`config.mk`:
```
export PLATFORM = sky130hd
export DESIGN_NAME = oled_pixel_streamer
export DESIGN_NICKNAME = d
export VERILOG_FILES = /design/src/rtl/oled_pixel_streamer.sv
export SDC_FILE = /design/constraint.sdc
export NUM_CORES = 1
export LEC_CHECK = 0
export CAP_MARGIN = 20
export CORE_AREA = 2 2 80 97
export CTS_CLUSTER_SIZE = 16
export DETAILED_ROUTE_END_ITERATION = 10
export DIE_AREA = 0 0 82 99
export PLACE_DENSITY = 0.61
export REMOVE_ABC_BUFFERS = 1
export SLEW_MARGIN = 10
export SYNTH_ARGS = -nofsm -noshare
export SYNTH_HDL_FRONTEND = slang
export SYNTH_SLANG_ARGS = --single-unit
```
`constraint.sdc`:
```
create_clock -name clk -period 6.5 [get_ports clk]
set_input_delay 0.975 -clock clk [delete_from_list [all_inputs] [get_ports clk]]
set_output_delay 0.975 -clock clk [all_outputs]
set_load 0.05 [all_outputs]
```
`src/rtl/oled_pixel_streamer.sv`:
```
// Raster-scans a pixel generator and streams RGB565 words to a 96x64 OLED over SPI mode 0.
// Define OLED_WINDOW_CMD_EN to send a column/row window header before each frame.
module oled_pixel_streamer #(
   parameter int CLK_DIV = 1,
   parameter int WIDTH   = 96,
   parameter int HEIGHT  = 64,
   parameter int GAP     = 16
) (
   input  logic        clk,
   input  logic        rst_n,
   input  logic        enable,
   output logic [6:0]  x,
   output logic [5:0]  y,
   input  logic [15:0] oled_data,
   output logic        cs_n,
   output logic        sclk,
   output logic        sdin,
   output logic        dc,
   output logic        frame_begin,
   output logic        busy
);
   localparam int DW = (CLK_DIV > 1) ? $clog2(CLK_DIV) : 1;
   localparam int GW = (GAP > 1) ? $clog2(GAP) : 1;

   typedef enum logic [2:0] {
      S_IDLE, S_CMD, S_LOAD, S_PIX, S_GAP
   } state_t;

`ifdef OLED_WINDOW_CMD_EN
   localparam logic [47:0] HDR = {8'h15, 8'h00, 8'(WIDTH - 1),
                                  8'h75, 8'h00, 8'(HEIGHT - 1)};
   localparam state_t FIRST = S_CMD;
`else
   localparam state_t FIRST = S_LOAD;
`endif

   state_t         state_q, state_d;
   logic [DW-1:0]  div_q, div_d;
   logic           half_q, half_d;
   logic [5:0]     bit_q, bit_d;
   logic [15:0]    pix_q, pix_d;
   logic [6:0]     x_q, x_d;
   logic [5:0]     y_q, y_d;
   logic [GW-1:0]  gap_q, gap_d;
   logic           fb_q, fb_d;

   logic shifting, half_end, bit_end, gap_done;
   logic start, first_pix, frame_last;

   assign shifting   = (state_q == S_CMD) || (state_q == S_PIX);
   assign half_end   = div_q == DW'(CLK_DIV - 1);
   assign bit_end    = half_end && half_q;
   assign gap_done   = gap_q == GW'(GAP - 1);
   assign start      = enable && ((state_q == S_IDLE) ||
                                  (state_q == S_GAP && gap_done));
   assign first_pix  = (state_q == S_PIX) && (bit_q == 6'd0) &&
                       !half_q && (div_q == '0);
   // x/y already advanced past the pixel being shifted; (0,0) means it was the last one
   assign frame_last = (x_q == 7'd0) && (y_q == 6'd0);

   always_ff @(posedge clk) begin
      if (!rst_n) state_q <= S_IDLE;
      else        state_q <= state_d;
   end

   always_comb begin
      state_d = state_q;
      unique case (state_q)
         S_IDLE: if (enable) state_d = FIRST;
         S_CMD:  if (bit_end && bit_q == 6'd47) state_d = S_LOAD;
         S_LOAD: state_d = S_PIX;
         S_PIX:  if (bit_end && bit_q == 6'd15)
                    state_d = frame_last ? S_GAP : S_LOAD;
         S_GAP:  if (gap_done) state_d = enable ? FIRST : S_IDLE;
         default: state_d = S_IDLE;
      endcase
   end

   always_comb begin
      div_d  = '0;
      half_d = 1'b0;
      bit_d  = '0;
      pix_d  = pix_q;
      x_d    = x_q;
      y_d    = y_q;
      gap_d  = '0;
      fb_d   = start;
      if (shifting) begin
         div_d  = half_end ? '0 : div_q + DW'(1);
         half_d = half_end ? ~half_q : half_q;
         bit_d  = bit_end ? bit_q + 6'd1 : bit_q;
      end
      if (state_q == S_LOAD) pix_d = oled_data;
      if (state_q == S_GAP)  gap_d = gap_q + GW'(1);
      if (first_pix) begin
         if (x_q == 7'(WIDTH - 1)) begin
            x_d = '0;
            y_d = (y_q == 6'(HEIGHT - 1)) ? '0 : y_q + 6'd1;
         end else begin
            x_d = x_q + 7'd1;
         end
      end
   end

   always_ff @(posedge clk) begin
      if (!rst_n) begin
         div_q  <= '0;
         half_q <= 1'b0;
         bit_q  <= '0;
         pix_q  <= '0;
         x_q    <= '0;
         y_q    <= '0;
         gap_q  <= '0;
         fb_q   <= 1'b0;
      end else begin
         div_q  <= div_d;
         half_q <= half_d;
         bit_q  <= bit_d;
         pix_q  <= pix_d;
         x_q    <= x_d;
         y_q    <= y_d;
         gap_q  <= gap_d;
         fb_q   <= fb_d;
      end
   end

   always_comb begin
      cs_n = 1'b1;
      busy = 1'b0;
      dc   = 1'b0;
      sclk = 1'b0;
      sdin = 1'b0;
      unique case (state_q)
`ifdef OLED_WINDOW_CMD_EN
         S_CMD: begin
            cs_n = 1'b0;
            busy = 1'b1;
            sclk = half_q;
            sdin = HDR[6'd47 - bit_q];
         end
`endif
         S_LOAD: begin
            cs_n = 1'b0;
            busy = 1'b1;
            dc   = 1'b1;
         end
         S_PIX: begin
            cs_n = 1'b0;
            busy = 1'b1;
            dc   = 1'b1;
            sclk = half_q;
            sdin = pix_q[4'd15 - bit_q[3:0]];
         end
         default: ;
      endcase
   end

   assign x           = x_q;
   assign y           = y_q;
   assign frame_begin = fb_q;

endmodule

```
==> results by group, run 1 <==
Global routing
  – Number of global-route vias before repair: 1561
  – Total GRT Usage: 11.4%
  – First-pass GRT wire length: slightly above 7000 um
  – Grt total ovfl: 0
  – Largest net degree at the start of global routing: 24
  – Number of antenna violations at the first check in global routing: 0

Run
  – Maxcap violations: 0

Timing
  – Max-slew headroom: around 50%
  – Hold Vio Cnt, Final: 0
  – Final worst path period share: a little under three fifths
  – Setup Skew: between 0.007 and 0.008 ns
  – Final worst setup slack: 2.76 ns
  – Slew Limit Fails: 0
  – Max frequency: around 270 MHz
  – Setup Viol. Count Final: 0
  – Clock period minus worst slack: roughly 3.7 ns
  – Slew @ Worst Pin: around 0.74 ns
  – Setup TNS: 0 ns
  – RSZ-0062 raised after global routing: no

Critical path
  – Most frequent CP cell: mux4_2
  – Critical R2R Launch: bit_q[0]
  – CP max-delay cell: clkdlybuf4s50_1
  – R2R setup slack: 4.41 ns
  – Critical path type: reg -> out
  – CP Max Fanout: 8
  – Arrival time at the worst endpoint: between 2 and 3 ns
  – CP endpoint kind: output pin
  – Reg2reg end: y[0]
  – Slowest Stage Delay on Critical Path: roughly 0.7 ns
  – Path depth of the worst reg2reg path: 6
  – Critical path launch point type: flop
  – CP Cell Sequence: mux4_2 > mux4_2 > and2_1 > clkdlybuf4s50_1
  – Worst Path Required: approximately 5.5 ns
  – Critical Path Start: bit_q[0]

Synthesis
  – Flops & latches, synth: 45
  – Ys flop type: dfxtp_1
  – Number of enable flip-flop cells after synthesis: 0
  – Seq/Total Area, Yosys: between 40% and 50%
  – Unique cell type count in the Yosys netlist: between 40 and 50
  – Synthesized area per cell: between 8 and 9 um^2
  – YS warnings: 0
  – Synth Cell Area: about 0.0021 mm^2
  – Post-synthesis cell count: 244
  – Share of flip-flops with an asynchronous set or reset: 0%

Clocking
  – Num CTS Buffers: 5
  – CTS tree: yes
  – Max Buffers Root-to-Sink: 2
  – CTS sink count: 45
  – H-tree depth: 2
  – Clock transition at path regs: approximately 0.090 ns
  – Post-CTS Setup Inserts: 0
  – Skew-Pair Late Insertion Delay: 0.30 ns
  – # hold bufs at CTS: 0
  – Clk root buf: clkbuf_8
  – Post-cts resize count: 0

Placement
  – Routability congestion estimate: ~0.79
  – Area after DPL: about 0.0025 mm^2
  – Setup WS pre-CTS: between 3 and 4 ns
  – Post-detail-place hpwl: approximately 3200 um
  – PortBufs: 37

Routing
  – Vias per inst: ~4.7
  – DR vias: between 1500 and 2000
  – Initial DRT Pass Iterations: 4
  – Iteration-0 DRC Markers: 74
  – Routed WL: 4460 um
  – DRC: 0
  – Routed length per instance: approximately 12 um
  – Antenna Nets Post-Route: 0

Floorplan
  – Die Y: slightly below 100 um
  – DIE WIDTH: ~80 um
  – Core ar.: ~0.007 mm^2
  – Ports: 38
  – Starting Density: between 20% and 30%
  – Die footprint: between 0.008 and 0.009 mm^2
  – Row cnt: 34

Pwr
  – Leakage Power: between 0.0009 and 0.001 uW
  – Power Dens Cells: between 200 and 250 mW/mm^2
  – VDD IR max: slightly above 0.0001 V

Finish
  – Layout cells sized above 1: about 7.2%
  – Design area: approximately 0.0026 mm^2
  – Synth-to-Final Area Change: 24.7%
  – Final #Nets: about 300
  – Antenna cells: 0
  – Commonest non-fill, non-tap cells in the layout: 45 x dfxtp_1, 44 x nand2_1, 37 x clkdlybuf4s50_1, 24 x a21oi_1, 19 x nor2_1
  – Commonest non-fill, non-tap cell in the layout: dfxtp_1

Hold path
  – Hold Path Depth: 1
  – Worst Hold Launch: gap_q[0]
  – HP Class: reg -> reg
  – Hold endpoint: gap_q[0]

Status
  – Outcome: complete, no violations
## metal layers
layer | vias to the layer above | track usage [%] | part of all wire [%]
met2 | 38 | 18.7 | 46
met4 | 0 | 3.33 | 1.1
met1 | 793 | 14.5 | 48
met5 | - | 0 | 0
met3 | 4 | 3.02 | 4.2
li1 | 908 | - | -
## synthesized netlist by cell type, types with 5 or more instances
library cell	count	share of area, %
nor2_1	19	3.4
a21oi_1	24	5.7
xor2_1	7	2.9
and3_1	5	1.5
nand2_1	44	7.8
ha_1	7	4.2
inv_1	10	1.8
nand4_1	6	1.8
clkbuf_1	9	1.6
nand3_1	9	2.1
mux4_2	5	5.3
dfxtp_1	45	43
## worst max-delay path, delay by kind of cell (launching register included)
kind                   cells  cell delay [ns]
muxes                      2             1.01
DFF                        1             0.56
buffers and inverters      1             0.70
and+or+nand+nor            1             0.19
## worst max-delay path by stage
stage | to | slack [ns] | cells after the start
after global routing | sdin | 2.65 | 4
final | sdin | 2.76 | 4
after CTS | sdin | 2.72 | 4
after detailed placement | sdin | 3.05 | 4
after global placement | sdin | 3.07 | 4
after floorplan | pix_q[0] | 2.99 | 5
## registers in the layout, summed over array words and instances (netlist names)
signal / count
gap_q: 4
frame_begin: 1
div_q: 1
x: 7
half_q: 1
pix_q: 16
bit_q: 6
y: 6
state_q: 3
## cells by family (layout without fill, tap and decap cells)
family,after synthesis,count (layout),share of synthesized area [%]
AOI/OAI and AO/OA,41,41,11.7
other,1,1,0.178
DFF,45,45,42.7
adders and majority gates,7,7,4.15
and+or+nand+nor,111,111,26.6
xor gates and xnor gates,11,11,4.57
buffers and inverters,22,56,4.21
muxes,6,6,5.81
## final cells by class
| cell class | count | area, um^2 |
|---|---|---|
| sequential | 45 | 901 |
| timing repair buffer | 38 | 378 |
| multi-input combinational | 177 | 1120 |
| fill | 754 | 4520 |
| inverter | 10 | 37.5 |
| clock buffer | 6 | 72.6 |
| clock inverter | 2 | 10.0 |
| tap | 90 | 113 |
## power by group
part / internal, uW / switching [uW]
sequential: 298 / 15.7
clock: 74.7 / 95.0
combinational: 56.6 / 89.1
## stage by stage
| step | utilization, % | hold WS (ns) | cells | total power, uW |
|---|---|---|---|---|
| finish | 36.8 | 0.451 | 368 | 629 |
| global route | 36.8 | 0.476 | 368 | 661 |
| CTS | 36.7 | 0.456 | 367 | 635 |
| detailed placement | 35.6 | 0.444 | 359 | 465 |
| global placement | 35.6 | 0.431 | 359 | 463 |
| floorplan | - | 0.418 | 232 | 415 |
(Power assumes the default switching activity.)
==> run 2, diff against run 1 <==
--- a/config.mk
+++ b/config.mk
@@ -10,7 +10,7 @@
 export CTS_CLUSTER_SIZE = 16
 export DETAILED_ROUTE_END_ITERATION = 10
 export DIE_AREA = 0 0 82 99
-export PLACE_DENSITY = 0.61
+export PLACE_DENSITY = 0.63
 export REMOVE_ABC_BUFFERS = 1
 export SLEW_MARGIN = 10
 export SYNTH_ARGS = -nofsm -noshare
==> constraint.sdc (replaced) <==
create_clock -name clk -period 3.39 [get_ports clk]
set_input_delay 0.5085 -clock clk [delete_from_list [all_inputs] [get_ports clk]]
set_output_delay 0.5085 -clock clk [all_outputs]
set_load 0.05 [all_outputs]
==> results by group, run 2 (same netlist as run 1, synthesis figures left out) <==
Status
  – Outcome: complete, no violations

Timing
  – Setup Skew: 0.00567 ns (-0.00171 ns)
  – Final worst setup slack: 0.243 ns (-2.52 ns)
  – Slew Limit Fails: 0 (unchanged)
  – Clock period minus worst slack: around 3.1 ns
  – Hold Vio Cnt, Final: 0 (unchanged)
  – Max-slew headroom: 32.8% (-18 points)
  – Final worst path period share: 92.8%
  – Setup Viol. Count Final: 0 (unchanged)
  – RSZ-0062 raised after global routing: no
  – Slew @ Worst Pin: 1.00 ns (+0.268 ns)
  – Max frequency: ~320 MHz

Clocking
  – H-tree depth: 2 (unchanged)
  – Num CTS Buffers: 5 (unchanged)
  – Clock transition at path regs: 0.08 ns (about the same)
  – Max Buffers Root-to-Sink: 2 (unchanged)
  – CTS tree: yes
  – Skew-Pair Late Insertion Delay: 0.29 ns (about the same)
  – Clk root buf: clkbuf_8
  – CTS sink count: 45 (unchanged)

Placement
  – Setup WS pre-CTS: 0.401 ns (-2.65 ns)
  – Area after DPL: 0.00255 mm^2 (+0.30%)
  – Placed Cells: 360 (+0.28%)
  – Post-detail-place hpwl: 3310 um (+3.7%)
  – Routability congestion estimate: 0.751 (-5.6%)
  – PortBufs: 37 (unchanged)

Global routing
  – Largest net degree at the start of global routing: 24 (unchanged)
  – Number of global-route vias before repair: 1723 (+10%)
  – Number of antenna violations at the first check in global routing: 0 (unchanged)
  – Grt total ovfl: 0 (unchanged)
  – Total GRT Usage: 12.0% (+0.56 points)
  – First-pass GRT wire length: 7790 um (+7.4%)

Critical path
  – Worst Path Required: 2.88 ns (-2.64 ns)
  – CP Cell Sequence: mux4_2 > mux4_2 > and2_1 > clkdlybuf4s50_1
  – Most frequent CP cell: mux4_2
  – CP Max Fanout: 8 (unchanged)
  – CP endpoint kind: output pin
  – CP max-delay cell: clkdlybuf4s50_1
  – Slowest Stage Delay on Critical Path: 0.70 ns (about the same)
  – Critical R2R Launch: bit_q[1]
  – Critical Path Start: bit_q[0]
  – Critical path launch point type: flop
  – Critical path type: reg -> out
  – Arrival time at the worst endpoint: 2.64 ns (-0.13 ns)

Finish
  – Antenna cells: 0 (unchanged)
  – Max reg flops: 16 (unchanged)
  – Synth-to-Final Area Change: 26.4%
  – Design area: 0.00267 mm^2 (+1.3%)
  – Final #Nets: 303 (unchanged)
  – Biggest register: pix_q
  – Commonest non-fill, non-tap cells in the layout: 44 x nand2_1, 44 x dfxtp_1, 37 x clkdlybuf4s50_1, 24 x a21oi_1, 19 x nor2_1
  – Finished Core Util: 37.3% (+0.49 points)
  – Layout cells sized above 1: 7.55% (+0.36 points)
  – Final instance count without filler cells: 368 (unchanged)

Routing
  – DRC: 0 (unchanged)
  – Iteration-0 DRC Markers: 62 (-16%)
  – Routed WL: 4490 um (+0.65%)
  – Antenna Nets Post-Route: 0 (unchanged)
  – Initial DRT Pass Iterations: 4 (unchanged)
  – DR vias: 1781 (+2.2%)
  – Vias per inst: 4.84 (+2.2%)
  – Routed length per instance: 12.2 um (+0.65%)

Pwr
  – Leakage Power: 0.000937 uW (+1.5%)
  – Comb pwr share: 21.2% (-1.9 points)
  – Power Dens Cells: 484 mW/mm^2 (+100%)
  – Clk network pwr share: 32.1% (+5.1 points)
  – VDD IR max: 0.000298 V (+200%)
  – Cell-internal power: 917 uW (+110%)
  – Seq pwr share: 46.7% (-3.2 points)
  – Net Switching: 374 uW (+87%)
  – Sw frac: 29.0% (-2.8 points)

Floorplan
  – DIE WIDTH: 82 um (unchanged)
  – Die footprint: 0.00812 mm^2 (unchanged)
  – Core ar.: 0.00715 mm^2 (unchanged)
  – Row cnt: 34 (unchanged)
  – Die Y: 99 um (unchanged)
  – Starting Density: 29.5% (unchanged)
  – Ports: 38 (unchanged)

Run
  – Maxcap violations: 0 (unchanged)

Hold path
  – Worst Hold Launch: pix_q[7]
  – HP Class: reg -> reg
run 2: power groups by stage:
stage | Combinational (uW) | Sequential, uW | Clock [uW]
after CTS | 278 | 604 | 427
after global routing | 305 | 611 | 449
after detailed placement | 278 | 616 | 0
after global placement | 276 | 614 | 0
final | 273 | 604 | 415
after floorplan | 179 | 616 | 0
run 2: area by class of cell:
type                            instances  area (um^2)
Clock buffer                            7         86.3
Clock inverter                          1         30.0
Fill cell                             748         4480
Inverter                               10         37.5
Multi-Input combinational cell        177         1120
Sequential cell                        45          902
Tap cell                               90          113
Timing Repair Buffer                   38          378
run 2: worst paths after layout:
check	end	slack [ns]	depth (start not counted)
min	pix_q[7]	0.45	2
max	sdin	0.24	4
max reg2reg	x[5]	1.35	6
min reg2reg	pix_q[7]	0.45	2
run 2: metal layers:
layer  part of all wire [%]  GRT usage, %  vias to the layer above  wire length (um)
met2                     49          20.1                       38              2220
li1                       -             -                      915                 -
met5                      0             0                        -                 0
met3                    3.9          2.56                        2               177
met1                     46          15.4                      826              2070
met4                   0.51          3.08                        0                23
run 2: critical path: cells and delay by family, from the launching register on:
kind | cells | cell delay, ns
flip-flops | 1 | 0.45
AND/OR/NAND/NOR | 1 | 0.18
multiplexers | 2 | 1.02
buffers and inverters | 1 | 0.70
run 2: per-stage QoR:
stage | TNS (ns) | hold WS (ns) | power, uW
finish | 0 | 0.455 | 1290
global route | 0 | 0.473 | 1370
CTS | 0 | 0.459 | 1310
detailed placement | 0 | 0.448 | 894
global placement | 0 | 0.429 | 891
floorplan | -1.87 | 0.418 | 795
run 2: timing repair:
action,4_1_cts,5_1_grt
setup buffers,0,0
setup endpoints to repair,0,1
hold buffers,0,0
gates resized for setup,0,1
endpoints found under the hold margin,0,0
==> run 3, diff against run 2 <==
--- a/config.mk
+++ b/config.mk
@@ -6,10 +6,11 @@
 export NUM_CORES = 1
 export LEC_CHECK = 0
 export CAP_MARGIN = 20
-export CORE_AREA = 2 2 80 97
+export CORE_AREA = 3 3 81 98
 export CTS_CLUSTER_SIZE = 16
 export DETAILED_ROUTE_END_ITERATION = 10
-export DIE_AREA = 0 0 82 99
+export DIE_AREA = 0 0 84 101
+export MAX_ROUTING_LAYER = met4
 export PLACE_DENSITY = 0.63
 export REMOVE_ABC_BUFFERS = 1
 export SLEW_MARGIN = 10
==> results by group, run 3 (same netlist as run 1, synthesis figures left out) <==
Status
  – Outcome: complete, no violations

Timing
  – Final worst path period share: 93.1% (+0.31 points)
  – Slew Limit Fails: 0 (unchanged)
  – Hold Vio Cnt, Final: 0 (unchanged)
  – Setup Viol. Count Final: 0 (unchanged)
  – Slew @ Worst Pin: 0.732 ns (-0.273 ns)
  – Max frequency: 317 MHz (-0.33%)
  – RSZ-0062 raised after global routing: no
  – Hold_ws: 0.453 ns (-0.00197 ns)
  – Max-slew headroom: 51.1% (+18 points)
  – Setup TNS: 0 ns (unchanged)
  – Clock period minus worst slack: 3.16 ns (+0.0104 ns)
  – Setup Skew: 0.00753 ns (+0.00187 ns)

Floorplan
  – Starting Density: 29.3% (-0.17 points)
  – Core ar.: 0.00719 mm^2 (+0.60%)
  – Die Y: 101 um (+2.0%)
  – Die footprint: 0.00848 mm^2 (+4.5%)
  – Ports: 38 (unchanged)
  – Row cnt: 34 (unchanged)
  – DIE WIDTH: 84 um (+2.4%)

Clocking
  – Num CTS Buffers: 5 (unchanged)
  – # hold bufs at CTS: 0 (unchanged)
  – Max Buffers Root-to-Sink: 2 (unchanged)
  – Clk root buf: clkbuf_8
  – CTS tree: yes
  – CTS sink count: 45 (unchanged)
  – Clock transition at path regs: 0.08 ns (about the same)
  – H-tree depth: 2 (unchanged)
  – Skew-Pair Late Insertion Delay: 0.29 ns (about the same)

Pwr
  – Leakage Power: 0.000942 uW (+0.55%)
  – VDD IR max: 0.000228 V (-23%)
  – Power Dens Cells: 487 mW/mm^2 (+0.44%)

Placement
  – Routability congestion estimate: 0.781 (+4.0%)
  – Post-detail-place hpwl: 3390 um (+2.4%)
  – PortBufs: 37 (unchanged)

Global routing
  – Number of antenna violations at the first check in global routing: 0 (unchanged)
  – Number of global-route vias before repair: 1798 (+4.4%)
  – Most used routing layer: met2
  – Met3 Track Usage GR: 2.45% (-0.11 points)
  – GR Util met2: 20.6% (+0.56 points)
  – First-pass GRT wire length: 8110 um (+4.1%)
  – Total GRT Usage: 11.9% (-0.016 points)
  – Grt total ovfl: 0 (unchanged)
  – Met1 Usage GRT: 14.0% (-1.4 points)
  – Largest net degree at the start of global routing: 24 (unchanged)

Critical path
  – CP Max Fanout: 8 (unchanged)
  – Slowest Stage Delay on Critical Path: 0.71 ns (about the same)
  – CP max-delay cell: clkdlybuf4s50_1
  – Critical path type: reg -> out
  – Arrival time at the worst endpoint: 2.65 ns (about the same)
  – Critical path launch point type: flop
  – Worst Path Required: 2.88 ns (about the same)
  – Critical Path Start: bit_q[0]
  – Critical R2R Launch: bit_q[1]
  – Most frequent CP cell: mux4_2
  – CP endpoint kind: output pin
  – CP Cell Sequence: mux4_2 > mux4_2 > and2_1 > clkdlybuf4s50_1

Routing
  – Iteration-0 DRC Markers: 68 (+9.7%)
  – DRC: 0 (unchanged)
  – DR vias: 1782 (+0.056%)
  – Routed length per instance: 12.4 um (+1.2%)
  – Vias per inst: 4.83 (-0.22%)
  – Antenna Nets Post-Route: 0 (unchanged)
  – Initial DRT Pass Iterations: 4 (unchanged)
  – Routed WL: 4560 um (+1.5%)

Finish
  – Max reg flops: 16 (unchanged)
  – Final #Nets: 304 (+0.33%)
  – Antenna cells: 0 (unchanged)
  – Synth-to-Final Area Change: 26.7%
  – Biggest register: pix_q
  – Commonest non-fill, non-tap cells in the layout: 44 x nand2_1, 44 x dfxtp_1, 37 x clkdlybuf4s50_1, 24 x a21oi_1, 19 x nor2_1
  – Layout cells sized above 1: 7.89% (+0.33 points)

Hold path
  – HP Class: reg -> reg
  – Worst Hold Launch: pix_q[7]

Run
  – Maxcap violations: 0 (unchanged)
run 3: cell count changes in the layout (fill, tap and decap cells not counted):
cell   before  now
buf_4       1    2
run 3: per-layer routing:
layer  routed length, um  share of wire, %  up-vias
met1                2070                45      825
li1                    -                 -      911
met2                2250                49       41
met4                  39              0.86        0
met3                 199               4.4        5
met5                   0                 0        -
run 3: area by class of cell:
| class | count | area, um^2 |
|---|---|---|
| flip-flops and latches | 45 | 902 |
| clock inverters | 1 | 30.0 |
| multi-input cells | 177 | 1120 |
| repair buffers | 39 | 385 |
| fillers | 741 | 4520 |
| well taps | 90 | 113 |
| inverters | 10 | 37.5 |
| clock buffers | 7 | 86.3 |
run 3: stage by stage:
stage / setup WS, ns / total power [uW] / instances / instance area, um^2 / utilization [%]
final: 0.233 / 1300 / 369 / 2670 / 37.2
after detailed placement: 0.406 / 895 / 360 / 2550 / 35.5
after CTS: 0.0636 / 1310 / 368 / 2670 / 37.1
after global routing: 0.128 / 1380 / 369 / 2670 / 37.2
after global placement: 0.411 / 890 / 360 / 2550 / 35.5
after floorplan: -0.117 / 795 / 232 / 2060 / -
run 3: final timing paths:
kind	cells past startpoint	to	slack, ns
setup / recovery	4	sdin	0.23
setup reg to reg	6	y[0]	1.36
hold reg to reg	2	pix_q[7]	0.45
hold / removal	2	pix_q[7]	0.45
run 3: timing repair:
| action | CTS | global route |
|---|---|---|
| setup endpoints to repair | 0 | 1 |
| setup buffers | 0 | 0 |
| resized for setup | 0 | 1 |
run 3: critical path: cells and delay by family (launching register included):
family / cells / cell delay (ns)
flip-flops: 1 / 0.46
multiplexers: 2 / 1.00
AND/OR/NAND/NOR: 1 / 0.19
buffers and inverters: 1 / 0.71
run 3: power breakdown:
group          switching [uW]  leakage, uW  total, uW  internal (uW)
clock network             176    0.0000585        416            240
registers                32.0     0.000366        604            572
logic                     171     0.000518        281            109
